`src/rtl/param_sync_fifo.sv`:
```
// Single-clock FIFO with a registered read port, an explicit occupancy counter,
// threshold flags and one-cycle overflow/underflow pulses.
module param_sync_fifo #(
  parameter int DATA_W    = 8,
  parameter int DEPTH     = 16,
  parameter int AF_THRESH = DEPTH - 2,
  parameter int AE_THRESH = 2
) (
  input  logic                       clk,
  input  logic                       rst,
  input  logic                       wrEn,
  input  logic [DATA_W-1:0]          din,
  input  logic                       rdEn,
  output logic [DATA_W-1:0]          dout,
  output logic                       rdValid,
  output logic                       fifoFull,
  output logic                       fifoEmpty,
  output logic                       almostFull,
  output logic                       almostEmpty,
  output logic [$clog2(DEPTH):0]     count,
  output logic                       overflow,
  output logic                       underflow
);

  localparam int PTR_W = $clog2(DEPTH);
  localparam int CNT_W = PTR_W + 1;
  localparam logic [CNT_W-1:0] FULL_C = CNT_W'(DEPTH);
  localparam logic [CNT_W-1:0] AF_C   = CNT_W'(AF_THRESH);
  localparam logic [CNT_W-1:0] AE_C   = CNT_W'(AE_THRESH);

  logic [DATA_W-1:0] mem [DEPTH];
  logic [PTR_W-1:0]  wrPtr;
  logic [PTR_W-1:0]  rdPtr;
  logic              wrAccept;
  logic              rdAccept;

  // A full FIFO still takes a write when a read frees a slot in the same edge.
  assign wrAccept = wrEn && (!fifoFull || rdEn);
  assign rdAccept = rdEn && !fifoEmpty;

  assign fifoFull    = (count == FULL_C);
  assign fifoEmpty   = (count == '0);
  assign almostFull  = (count >= AF_C);
  assign almostEmpty = (count <= AE_C);

  always_ff @(posedge clk) begin
    if (wrAccept) begin
      mem[wrPtr] <= din;
    end
  end

  // Pointers wrap naturally because DEPTH is a power of two.
  always_ff @(posedge clk or negedge rst) begin
    if (!rst) begin
      wrPtr     <= '0;
      rdPtr     <= '0;
      count     <= '0;
      dout      <= '0;
      rdValid   <= 1'b0;
      overflow  <= 1'b0;
      underflow <= 1'b0;
    end else begin
      rdValid   <= rdAccept;
      overflow  <= wrEn && fifoFull && !rdEn;
      underflow <= rdEn && fifoEmpty;
      if (wrAccept) begin
        wrPtr <= wrPtr + PTR_W'(1);
      end
      if (rdAccept) begin
        dout  <= mem[rdPtr];
        rdPtr <= rdPtr + PTR_W'(1);
      end
      case ({wrAccept, rdAccept})
        2'b10:   count <= count + CNT_W'(1);
        2'b01:   count <= count - CNT_W'(1);
        default: count <= count;
      endcase
    end
  end

endmodule

```
`config.mk`:
```
export PLATFORM = sky130hd
export DESIGN_NAME = param_sync_fifo
export DESIGN_NICKNAME = d
export VERILOG_FILES = /design/src/rtl/param_sync_fifo.sv
export SDC_FILE = /design/constraint.sdc
export NUM_CORES = 1
export LEC_CHECK = 0
export CORE_ASPECT_RATIO = 1.25
export CORE_UTILIZATION = 40
export DETAILED_ROUTE_END_ITERATION = 16
export DONT_BUFFER_PORTS = 1
export GPL_TIMING_DRIVEN = 0
export HOLD_SLACK_MARGIN = 0.08
export RECOVER_POWER = 50
export SYNTH_ARGS = -nofsm -noshare
export SYNTH_HDL_FRONTEND = slang
export SYNTH_SLANG_ARGS = --single-unit
```
`constraint.sdc`:
```
create_clock -name clk -period 7.4 [get_ports clk]
set_input_delay 0.37 -clock clk [delete_from_list [all_inputs] [get_ports clk]]
set_output_delay 0.37 -clock clk [all_outputs]
set_load 0.005 [all_outputs]
```
==> results of run 1 <==
==> cells in the final DEF (no fill, tap or decap), types with 4 or more instances in the layout <==
cell	count
nor2_1	6
buf_2	6
nand2_1	20
ha_1	9
mux4_2	32
and2_1	17
edfxtp_1	128
xnor2_1	6
mux2i_1	16
dfrtp_1	24
o221ai_1	8
clkbuf_1	13
dlygate4sd3_1	10
clkinv_2	4
inv_1	5
o21ai_0	4
clkbuf_16	17
==> worst paths after layout <==
check | slack, ns | end | depth (start not counted)
max | 4.01 | count[4] | 12
min | 0.11 | overflow | 1
max reg2reg | 4.01 | count[4] | 12
min reg2reg | 0.54 | dout[1] | 2
max in group asynchronous | 5.79 | dout[3] | 2
min in group asynchronous | 0.82 | dout[1] | 2
==> logic make-up (layout without fill, tap and decap cells) <==
logic type | after synthesis | count (layout) | share of synthesized area (%)
compound gates | 23 | 23 | 2.93
xor+xnor | 9 | 9 | 1.28
fa+ha+maj | 9 | 9 | 1.83
buf+inv | 22 | 65 | 1.65
flops | 152 | 152 | 72.2
mux | 49 | 49 | 14.5
other cells | 0 | 1 | 0
simple gates | 63 | 63 | 5.63
==> synth_stat cells (2+ instances only) <==
library cell / n
buf_2: 6
nor2b_1: 3
nor3b_1: 3
nand2_1: 20
xnor2_1: 6
inv_1: 5
nand3_1: 2
nor2_1: 6
clkbuf_1: 7
dfrtp_1: 24
mux2i_1: 16
o21ai_0: 4
nand4_1: 2
edfxtp_1: 128
mux4_2: 32
nand2b_1: 2
ha_1: 9
a21oi_1: 3
nor4b_1: 2
o221ai_1: 8
and2_1: 17
xor2_1: 3
==> timing repair <==
action	in CTS	in global routing
hold buffers	11	0
setup endpoints to repair	0	0
endpoints found under the hold margin	153	0
setup buffers	0	0
==> per-stage QoR <==
step                      hold slack (ns)  area [sq um]
after floorplan                    0.0744          6160
after global placement             0.0749          6380
after detailed placement           0.0749          6380
after CTS                          0.0867          7060
after global routing               0.0930          7050
final                               0.110          7050
==> power breakdown <==
part	switching [mW]	internal, mW
clock network	0.320	0.502
logic	0.388	0.325
registers	0.0801	1.06
==> layout make-up <==
class	count	area [sq um]	area share [%]
clock inverters	9	103	1.46
diodes	1	2.50	0.0355
plain buffers	16	78.8	1.12
clock buffers	23	458	6.50
flip-flops and latches	152	4440	63.0
multi-input cells	153	1610	22.8
repair buffers	11	104	1.47
well taps	182	228	3.23
inverters	6	22.5	0.319
==> critical path, cell delays in order, from the launching register on <==
cell and delay [ns]:
dfrtp_1 0.40, buf_6 0.15, or4_4 0.57, o31a_4 0.34, inv_2 0.12, ha_1 0.19, clkbuf_1 0.33, xor2_1 0.13
ha_1 0.24, nor2b_1 0.13, o21ai_0 0.25, a21oi_1 0.11, nor4b_1 0.31
==> metal layers <==
metal / wire length (um) / track usage (%)
met1: 4570 / 17.8
met2: 6680 / 30.5
met3: 666 / 5.29
met4: 245 / 7.13
met5: 0 / 0
==> state kept, by name, summed over array words and instances, names as in the netlist <==
name	flops
rdValid	1
rdPtr	4
wrPtr	4
underflow	1
count	5
dout	8
mem	128
overflow	1
==> summary.md, run 1 <==
| Metric | Value |
|---|---|
| First-pass GRT wire length | `18.5 mm` |
| Synth top area share | `between 60% and 70%` |
| Tmin final | `3.39 ns` |
| DR iter-0 viols | `between 150 and 200` |
| Share of final-layout standard cells stronger than drive strength 1 | `about 20%` |
| Final core utilization | `roughly 47%` |
| Later-pin clock latency in the skew report | `between 0.4 and 0.5 ns` |
| CP Launch Type | `flop` |
| Grt ovf | `0` |
| Vias in the first global route | `roughly 3200` |
| LEAKAGE | `2.41 nW` |
| Number of cell rows | `50` |
| Synth area leaders | `edfxtp_1, mux4_2, dfrtp_1, mux2i_1, ha_1` |
| Final wirelength | `12.2 mm` |
| PwrDens | `380 nW/um^2` |
| Final period util | `45.9%` |
| Top FF cell, synth | `edfxtp_1` |
| DR WL/cell | `22.0 um` |
| Mapped Cells | `327` |
| Antenna violations before repair | `1` |
| Number of flops mapped to enable cells by yosys | `about 130` |
| FILL cells | `1283` |
| Post-CTS Resized | `0` |
| PnR worst setup slack | `4.01 ns` |
| Reg2reg start | `count[1]` |
| Yosys warning count | `0` |
| Nets@finish | `roughly 380` |
| Clk root buf | `clkbuf_16` |
| Fin. Hold Viols | `0` |
| Total power | `2.68 mW` |
| # IOs | `32` |
| Number of routed nets with antenna violations | `0` |
| DP HPWL | `7.72 mm` |
| Die area | `15900 sq um` |
| Area delta synth->final | `14.5%` |
| DR vias | `2970` |
| IR drop worst, VDD | `between 0.1 and 0.15 mV` |
| Post-Layout Cell Count | `553` |
| Syn nets | `348` |
| Max Cap Viol | `0` |
| Clk sinks | `152` |
| Clock skew | `0.00822 ns` |
| Residual DRC | `0` |
| Routability cong. | `0.750` |
| CTS tree | `built` |
| Netlist Area Pre-Place | `6160 sq um` |
| Register bit total from synthesis | `~150` |
| IO Port Bufs | `0` |
| Core area | `15000 sq um` |
| Critical path class | `flop to flop` |
| Library cells used by synthesis | `41` |
| Fmax | `295 MHz` |
| Peak fanout along the critical path | `10` |
| Largest net degree at the start of global routing | `25` |
| Syn_area_per_cell | `18.8 sq um` |
| Setup violators final | `0` |
| Dominant cell type by area after synthesis | `edfxtp_1` |
| Router iterations before antenna repair | `4` |
| Die X | `113 um` |
| GRT Overall Usage | `roughly 17%` |
| Setup WS pre-CTS | `4.01 ns` |
| Asr flop ratio synth | `15.8%` |
| Slew Limit Headroom | `10.3%` |
| Setup crit end kind | `flop` |
| Final TNS setup | `0 ns` |
| Slew Viols, Final | `0` |
| Hold Path Class | `input pin to flop` |
| Placed insts | `~510` |
| Hold path start | `wrEn` |
| Status | `completed` |
| Starting density of the core | `41.0%` |
| Clock transition at path regs | `0.06 ns` |
| CP required | `approximately 7.7 ns` |
| CTS max path bufs | `2` |
| H-Tree Depth | `4` |
| Worst path arrival time | `3.70 ns` |
| CTS buffer count | `17` |
| Post-synthesis sequential area ratio | `72.2%` |
| Worst Tran Pin Value | `1.35 ns` |
| DIE HEIGHT | `141 um` |
| Launch point of the worst path | `count[1]` |
| RSZ-0062 raised after global routing | `false` |
| Vias per cell | `5.37` |
Power figures use the tool's default switching activity.
==> inputs of run 2 (changes only) <==
--- a/config.mk
+++ b/config.mk
@@ -5,6 +5,7 @@
 export SDC_FILE = /design/constraint.sdc
 export NUM_CORES = 1
 export LEC_CHECK = 0
+export ABC_AREA = 1
 export CORE_ASPECT_RATIO = 1.25
 export CORE_UTILIZATION = 40
 export DETAILED_ROUTE_END_ITERATION = 16
==> constraint.sdc (replaced) <==
create_clock -name clk -period 2.8 [get_ports clk]
set_input_delay 0.14 -clock clk [delete_from_list [all_inputs] [get_ports clk]]
set_output_delay 0.14 -clock clk [all_outputs]
set_load 0.005 [all_outputs]
==> run 2 against run 1 <==
Register-to-register slack lost 3.7 ns. Count of clock-buffer cells in the layout shrank 3. Flip-flop and latch count is the same. Fmax grew 34%. Critical path type unchanged. Highest routed layer is now met5.
==> summary.md, run 2 <==
| Metric | Value |
|---|---|
| Worst path arrival time | `2.84 ns (-0.86 ns)` |
| Clock transition at path regs | `0.06 ns (about the same)` |
| Most common cell in the synthesized netlist | `nand2_1` |
| DP HPWL | `11.0 mm (+43%)` |
| Library cells used by synthesis | `27 (-34%)` |
| LEAKAGE | `3.44 nW (+43%)` |
| Largest net degree at the start of global routing | `25 (unchanged)` |
| First-pass GRT wire length | `24.6 mm (+33%)` |
| Core area | `16800 sq um (+12%)` |
| Fin. Hold Viols | `0 (unchanged)` |
| H-Tree Depth | `4 (unchanged)` |
| CP Launch Type | `flop` |
| Later-pin clock latency in the skew report | `0.42 ns (about the same)` |
| CTS tree | `built` |
| Mapped Cells | `678 (+110%)` |
| Clock skew | `0.00684 ns (-0.00138 ns)` |
| GR Layer Usage met1 | `23.1% (+5.2 points)` |
| Top reg by flops | `mem` |
| Slowest stage delay, CP | `0.47 ns (-0.10 ns)` |
| Most common library cells after synthesis | `nand2_1, edfxtp_1, inv_1` |
| WP buf/inv | `3 (unchanged)` |
| Synth top area share | `56.3% (-6.1 points)` |
| DR WL/cell | `16.9 um (-23%)` |
| Final TNS setup | `0 ns (unchanged)` |
| Fmax | `395 MHz (+34%)` |
| DR iter-0 viols | `301 (+68%)` |
| Commonest non-fill, non-tap cell in the layout | `nand2_1` |
| Register bit total from synthesis | `152 (unchanged)` |
| Router iterations before antenna repair | `5 (+1)` |
| Final wirelength | `16.0 mm (+31%)` |
| IO Port Bufs | `0 (unchanged)` |
| Routability cong. | `0.842 (+12%)` |
| Syn nets | `699 (+100%)` |
| Setup violators final | `0 (unchanged)` |
| Status | `completed` |
| Vias per cell | `4.80 (-11%)` |
| Max reg flops | `128 (unchanged)` |
| Nets@finish | `731 (+93%)` |
| GRT Overall Usage | `19.3% (+2.5 points)` |
| CP max stage cell | `dfrtp_1` |
| Critical path's top delay family | `simple AND/OR/NAND/NOR gates` |
| Dominant cell type by area after synthesis | `edfxtp_1` |
| FILL cells | `1510 (+18%)` |
| Post-synthesis sequential area ratio | `65.1% (-7.1 points)` |
| GR peak layer | `met2` |
| Cell area after layout | `7760 sq um (+10%)` |
| RSZ-0062 raised after global routing | `false` |
| Top FF cell, synth | `edfxtp_1` |
| Slew Limit Headroom | `8.53% (-1.7 points)` |
| Placed inst area | `7100 sq um (+11%)` |
| Netlist Area Pre-Place | `6830 sq um (+11%)` |
| Yosys warning count | `0 (unchanged)` |
| Met2 Usage GRT | `34.2% (+3.7 points)` |
| Grt ovf | `0 (unchanged)` |
| Final hold slack | `0.504 ns (+0.394 ns)` |
| Starting density of the core | `40.7% (-0.31 points)` |
| Total power | `7.81 mW (+190%)` |
| Setup crit end kind | `flop` |
| Clk sinks | `152 (unchanged)` |
| Tmin final | `2.53 ns (-0.865 ns)` |
| Area delta synth->final | `13.7%` |
| Vias in the first global route | `4343 (+34%)` |
| Number of cell rows | `53 (+6.0%)` |
| # diodes | `0 (-1)` |
| Placed insts | `898 (+76%)` |
| Hold Path Class | `input pin to flop` |
| DIE HEIGHT | `148 um (+5.2%)` |
| Critical path class | `flop to flop` |
| Synth area leaders | `edfxtp_1, nand2_1, dfrtp_1, nand3_1, inv_1` |
| Max Cap Viol | `0 (unchanged)` |
| CTS max path bufs | `2 (unchanged)` |
| Commonest non-fill, non-tap cells in the layout | `nand2_1, edfxtp_1, inv_1, nand3_1, dfrtp_1` |
| Clk root buf | `clkbuf_16` |
| Slew Viols, Final | `0 (unchanged)` |
| DR vias | `4527 (+52%)` |
| CTS buffer count | `17 (unchanged)` |
| Antenna violations before repair | `1 (unchanged)` |
| Number of flops mapped to enable cells by yosys | `128 (unchanged)` |
| Asr flop ratio synth | `15.8% (unchanged)` |
| Share of final-layout standard cells stronger than drive strength 1 | `8.99% (-10 points)` |
| Residual DRC | `0 (unchanged)` |
| Met3 Usage GRT | `3.34% (-2.0 points)` |
| Crit path cell chain | `nor2_2, nand4_1, nand2_4, inv_2, buf_6, ha_1, xor2_1, ha_1, inv_1, nand2_1, nand3_1, nand2_1, xor2_1, nand2_1, nand2_1` |
| # IOs | `32 (unchanged)` |
| Die X | `119 um (+5.2%)` |
| CP required | `3.11 ns (-4.59 ns)` |
| Syn_area_per_cell | `10.1 sq um (-47%)` |
| Peak fanout along the critical path | `12 (+2)` |
| Critical path's most frequent cell | `nand2_1` |
| Post-Layout Cell Count | `943 (+71%)` |
| PwrDens | `1010 nW/um^2 (+170%)` |
| Top flop regs | `mem: 128 flops, dout: 8 flops, count: 5 flops` |
| Number of routed nets with antenna violations | `0 (unchanged)` |
| Worst Tran Pin Value | `1.37 ns (+0.0258 ns)` |
| Final period util | `90.3% (+44 points)` |
| IR drop worst, VDD | `0.523 mV (+260%)` |
| Die area | `17600 sq um (+11%)` |
[run 2: cell types whose count changed after synthesis, moves of 8 or more]
cell,before,now
and2_1,17,0
buf_2,6,14
inv_1,5,113
mux2i_1,16,0
mux4_2,32,0
nand2_1,20,221
nand3_1,2,105
nor2_1,6,18
o221ai_1,8,0
[run 2: cells by family after synthesis]
family	after synthesis	share of synthesized area, %
AOI/OAI and AO/OA	10	0.916
xor gates and xnor gates	9	1.15
adders and majority gates	9	1.65
buffers and inverters	144	9.20
DFF	152	65.1
and+or+nand+nor	354	22.0
[run 2: routing by layer]
| layer | part of all wire [%] | vias up |
|---|---|---|
| met3 | 3.3 | 30 |
| met2 | 53 | 97 |
| met4 | 2.5 | 2 |
| met1 | 42 | 2164 |
| li1 | - | 2234 |
| met5 | 0.088 | - |
[run 2: path summary, 6_finish.rpt]
check	start	depth (start not counted)	slack, ns	endpoint
worst max-delay path	count[1]	15	0.27	count[4]
worst min-delay path	rdEn	3	0.50	underflow
worst max register to register	count[1]	15	0.27	count[4]
worst min register to register	dout[2]	2	0.51	dout[2]
max in group asynchronous	rst	2	1.40	wrPtr[1]
min in group asynchronous	rst	2	0.59	dout[6]
[run 2: stage by stage]
step                      util, %  setup slack (ns)
final                        46.3             0.271
after global routing         46.3            0.0499
after CTS                    46.4             0.274
after detailed placement     42.3             0.291
after global placement       42.3             0.364
after floorplan                 -             0.565
[run 2: layout make-up]
cell class	count	area [sq um]	area share (%)
Clock buffer	20	437	5.62
Sequential cell	152	4440	57.2
Inverter	118	445	5.74
Multi-Input combinational cell	382	1750	22.6
Timing Repair Buffer	13	124	1.60
Clock inverter	12	101	1.31
Tap cell	220	275	3.55
Buffer	26	183	2.35
[run 2: report_power, final]
part	leakage [nW]	switching [mW]	total (mW)	internal (mW)
clock network	0.256	0.885	2.10	1.22
logic	1.74	1.86	2.72	0.861
registers	1.45	0.193	2.99	2.80
[run 2: tightest hold or removal path, cell delays in order]
cell and delay [ns]:
dlygate4sd3_1 0.58, inv_1 0.11, nor2_1 0.05
[run 2: what timing repair did]
item                                   CTS  global route
endpoints found under the hold margin  170             0
setup buffers                            0             0
hold buffers                            13             0
resized for setup                        0             0
==> inputs of run 3 (changes only) <==
--- a/config.mk
+++ b/config.mk
@@ -5,7 +5,6 @@
 export SDC_FILE = /design/constraint.sdc
 export NUM_CORES = 1
 export LEC_CHECK = 0
-export ABC_AREA = 1
 export CORE_ASPECT_RATIO = 1.25
 export CORE_UTILIZATION = 40
 export DETAILED_ROUTE_END_ITERATION = 16
==> run 3 against run 2 <==
Flip-flop and latch count stayed put. Design area is 7.6% lower. Via count is 33% lower. Clock power is 4% higher. Setup slack worse by 0.21 ns. Fmax is 7.5% lower. Critical path depth is 4 lower. Global-route usage is 2.7 points lower. Total power is 8.5% lower. Wire length is 23% lower. Die area is 9.7% lower. Non-clock buffer count is 5 lower. Largest power group unchanged.
==> summary.md, run 3 (synthesized netlist as in run 1, its figures left out) <==
| Metric | Value |
|---|---|
| Status | `completed` |
| Number of routed nets with antenna violations | `0 (unchanged)` |
| Slew Limit Headroom | `8.47% (-0.061 points)` |
| Grt ovf | `0 (unchanged)` |
| Vias in the first global route | `3195 (-26%)` |
| Antenna violations before repair | `0 (-1)` |
| Commonest non-fill, non-tap cell in the layout | `edfxtp_1` |
| Vias per cell | `5.43 (+13%)` |
| Number of cell rows | `50 (-5.7%)` |
| DIE HEIGHT | `141 um (-5.0%)` |
| Crit path cell chain | `buf_6, or4_4, o31a_4, inv_4, ha_4, clkbuf_8, xor2_1, ha_2, o211a_1, o41ai_1, nor4b_2` |
| Later-pin clock latency in the skew report | `0.42 ns (about the same)` |
| CTS max path bufs | `2 (unchanged)` |
| Area delta synth->final | `16.5%` |
| Seq pwr share | `42.3% (+4.0 points)` |
| Worst Tran Pin Value | `1.37 ns (+0.000911 ns)` |
| Fin. Hold Viols | `0 (unchanged)` |
| Peak fanout along the critical path | `4 (-8)` |
| Slowest stage delay, CP | `0.54 ns (+0.07 ns)` |
| DR iter-0 viols | `182 (-40%)` |
| Hold path start | `wrEn` |
| CTS tree | `built` |
| H-Tree Depth | `4 (unchanged)` |
| Routability cong. | `0.771 (-8.3%)` |
| Router iterations before antenna repair | `4 (-1)` |
| Commonest non-fill, non-tap cells in the layout | `edfxtp_1, mux4_2, dfrtp_1, nand2_1` |
| Fmax | `366 MHz (-7.5%)` |
| Hold Path Class | `input pin to flop` |
| Internal power | `5.06 mW (+3.8%)` |
| PwrDens | `997 nW/um^2 (-0.94%)` |
| Top flop regs | `mem: 128 flops, dout: 8 flops, count: 5 flops` |
| CP Launch Type | `flop` |
| Residual DRC | `0 (unchanged)` |
| DR WL/cell | `22.1 um (+30%)` |
| Setup crit end kind | `flop` |
| Clock Power Share | `30.5% (+3.6 points)` |
| Die X | `113 um (-5.0%)` |
| Clk root buf | `clkbuf_16` |
| Combinational Power Share | `27.2% (-7.7 points)` |
| GRT Overall Usage | `16.6% (-2.7 points)` |
| Clk sinks | `152 (unchanged)` |
| Clock transition at path regs | `0.06 ns (about the same)` |
| CP required | `3.09 ns (-0.02 ns)` |
| RSZ-0062 raised after global routing | `true` |
| LEAKAGE | `2.48 nW (-28%)` |
| Worst path arrival time | `3.03 ns (+0.19 ns)` |
| Starting density of the core | `41.0% (+0.31 points)` |
| CTS buffer count | `17 (unchanged)` |
| Critical path class | `flop to flop` |
| # IOs | `32 (unchanged)` |
| Clock skew | `0.00640 ns (-0.000435 ns)` |
| Slew Viols, Final | `0 (unchanged)` |
| Top reg by flops | `mem` |
| Total power | `7.15 mW (-8.5%)` |
| CP max stage cell | `or4_4` |
| Sw Pwr | `2.09 mW (-29%)` |
| Final period util | `97.7% (+7.3 points)` |
| Switching share of power | `29.3% (-8.4 points)` |
| Core area | `15000 sq um (-11%)` |
| Tmin final | `2.73 ns (+0.205 ns)` |
| Final wirelength | `12.3 mm (-23%)` |
| Launch point of the worst path | `count[1]` |
| # diodes | `0 (unchanged)` |
| Max Cap Viol | `0 (unchanged)` |
| DR vias | `3035 (-33%)` |
| First-pass GRT wire length | `18.6 mm (-24%)` |
| Setup violators final | `0 (unchanged)` |
| Nets@finish | `385 (-47%)` |
| Largest net degree at the start of global routing | `25 (unchanged)` |
| Max reg flops | `128 (unchanged)` |
| Reg2reg start | `count[1]` |
| Share of final-layout standard cells stronger than drive strength 1 | `23.9% (+15 points)` |
| IR drop worst, VDD | `0.479 mV (-8.5%)` |
| Die area | `15900 sq um (-9.7%)` |
| IO Port Bufs | `0 (unchanged)` |
| DP HPWL | `7.72 mm (-30%)` |
| Final TNS setup | `0 ns (unchanged)` |
-- run 3: routing by layer --
metal	part of all wire, %	track usage [%]	up-vias
met5	0	0	-
li1	-	-	1383
met1	42	20.1	1572
met4	1.5	6.02	0
met3	4.1	5.12	23
met2	52	28.1	57
-- run 3: final timing paths --
check,to,slack [ns],cells past startpoint
worst max-delay path,count[4],0.07,11
max in group asynchronous,count[0],1.33,2
worst min register to register,dout[6],0.54,2
worst max register to register,count[4],0.07,11
min in group asynchronous,count[1],0.57,2
worst min-delay path,wrPtr[0],0.11,3
-- run 3: metrics by stage --
step / utilization [%] / setup slack [ns] / cell area [sq um] / cells / hold slack [ns]
6_report: 47.8 / 0.0654 / 7170 / 559 / 0.109
5_1_grt: 47.8 / -0.0683 / 7170 / 559 / 0.121
4_1_cts: 47.8 / 0.0137 / 7170 / 559 / 0.0805
3_5_place_dp: 42.6 / -0.223 / 6400 / 509 / -0.155
3_3_place_gp: 42.6 / -0.192 / 6400 / 509 / -0.155
2_1_floorplan: - / 0.0232 / 6170 / 327 / -0.156
-- run 3: power groups by stage --
stage / sequential (mW) / clock (mW) / combinational, mW
6_report: 3.02 / 2.18 / 1.95
4_1_cts: 3.03 / 2.23 / 1.96
2_1_floorplan: 2.99 / 0 / 1.43
3_3_place_gp: 3.06 / 0 / 1.84
5_1_grt: 3.06 / 2.31 / 2.13
3_5_place_dp: 3.07 / 0 / 1.88
-- run 3: critical path, delay by kind of cell (launching register included) --
family / cells / cell delay [ns]
buf+inv: 3 / 0.32
xor+xnor: 1 / 0.06
flops: 1 / 0.40
compound gates: 3 / 0.87
fa+ha+maj: 2 / 0.32
simple gates: 2 / 0.62
-- run 3: cell type report --
type | instances | area, sq um
Sequential cell | 152 | 4450
Buffer | 16 | 88.8
Multi-Input combinational cell | 153 | 1650
Clock inverter | 8 | 67.6
Clock buffer | 24 | 512
Timing Repair Buffer | 18 | 159
Fill cell | 1264 | 7840
Inverter | 6 | 25.0
Tap cell | 182 | 228
-- run 3: what timing repair did --
action / CTS / global route
hold buffers: 12 / 0
setup buffers: 6 / 0
gates resized for setup: 6 / 4
endpoints found under the hold margin: 156 / 0
endpoints found under the setup margin: 2 / 2
pin swaps: 3 / 2
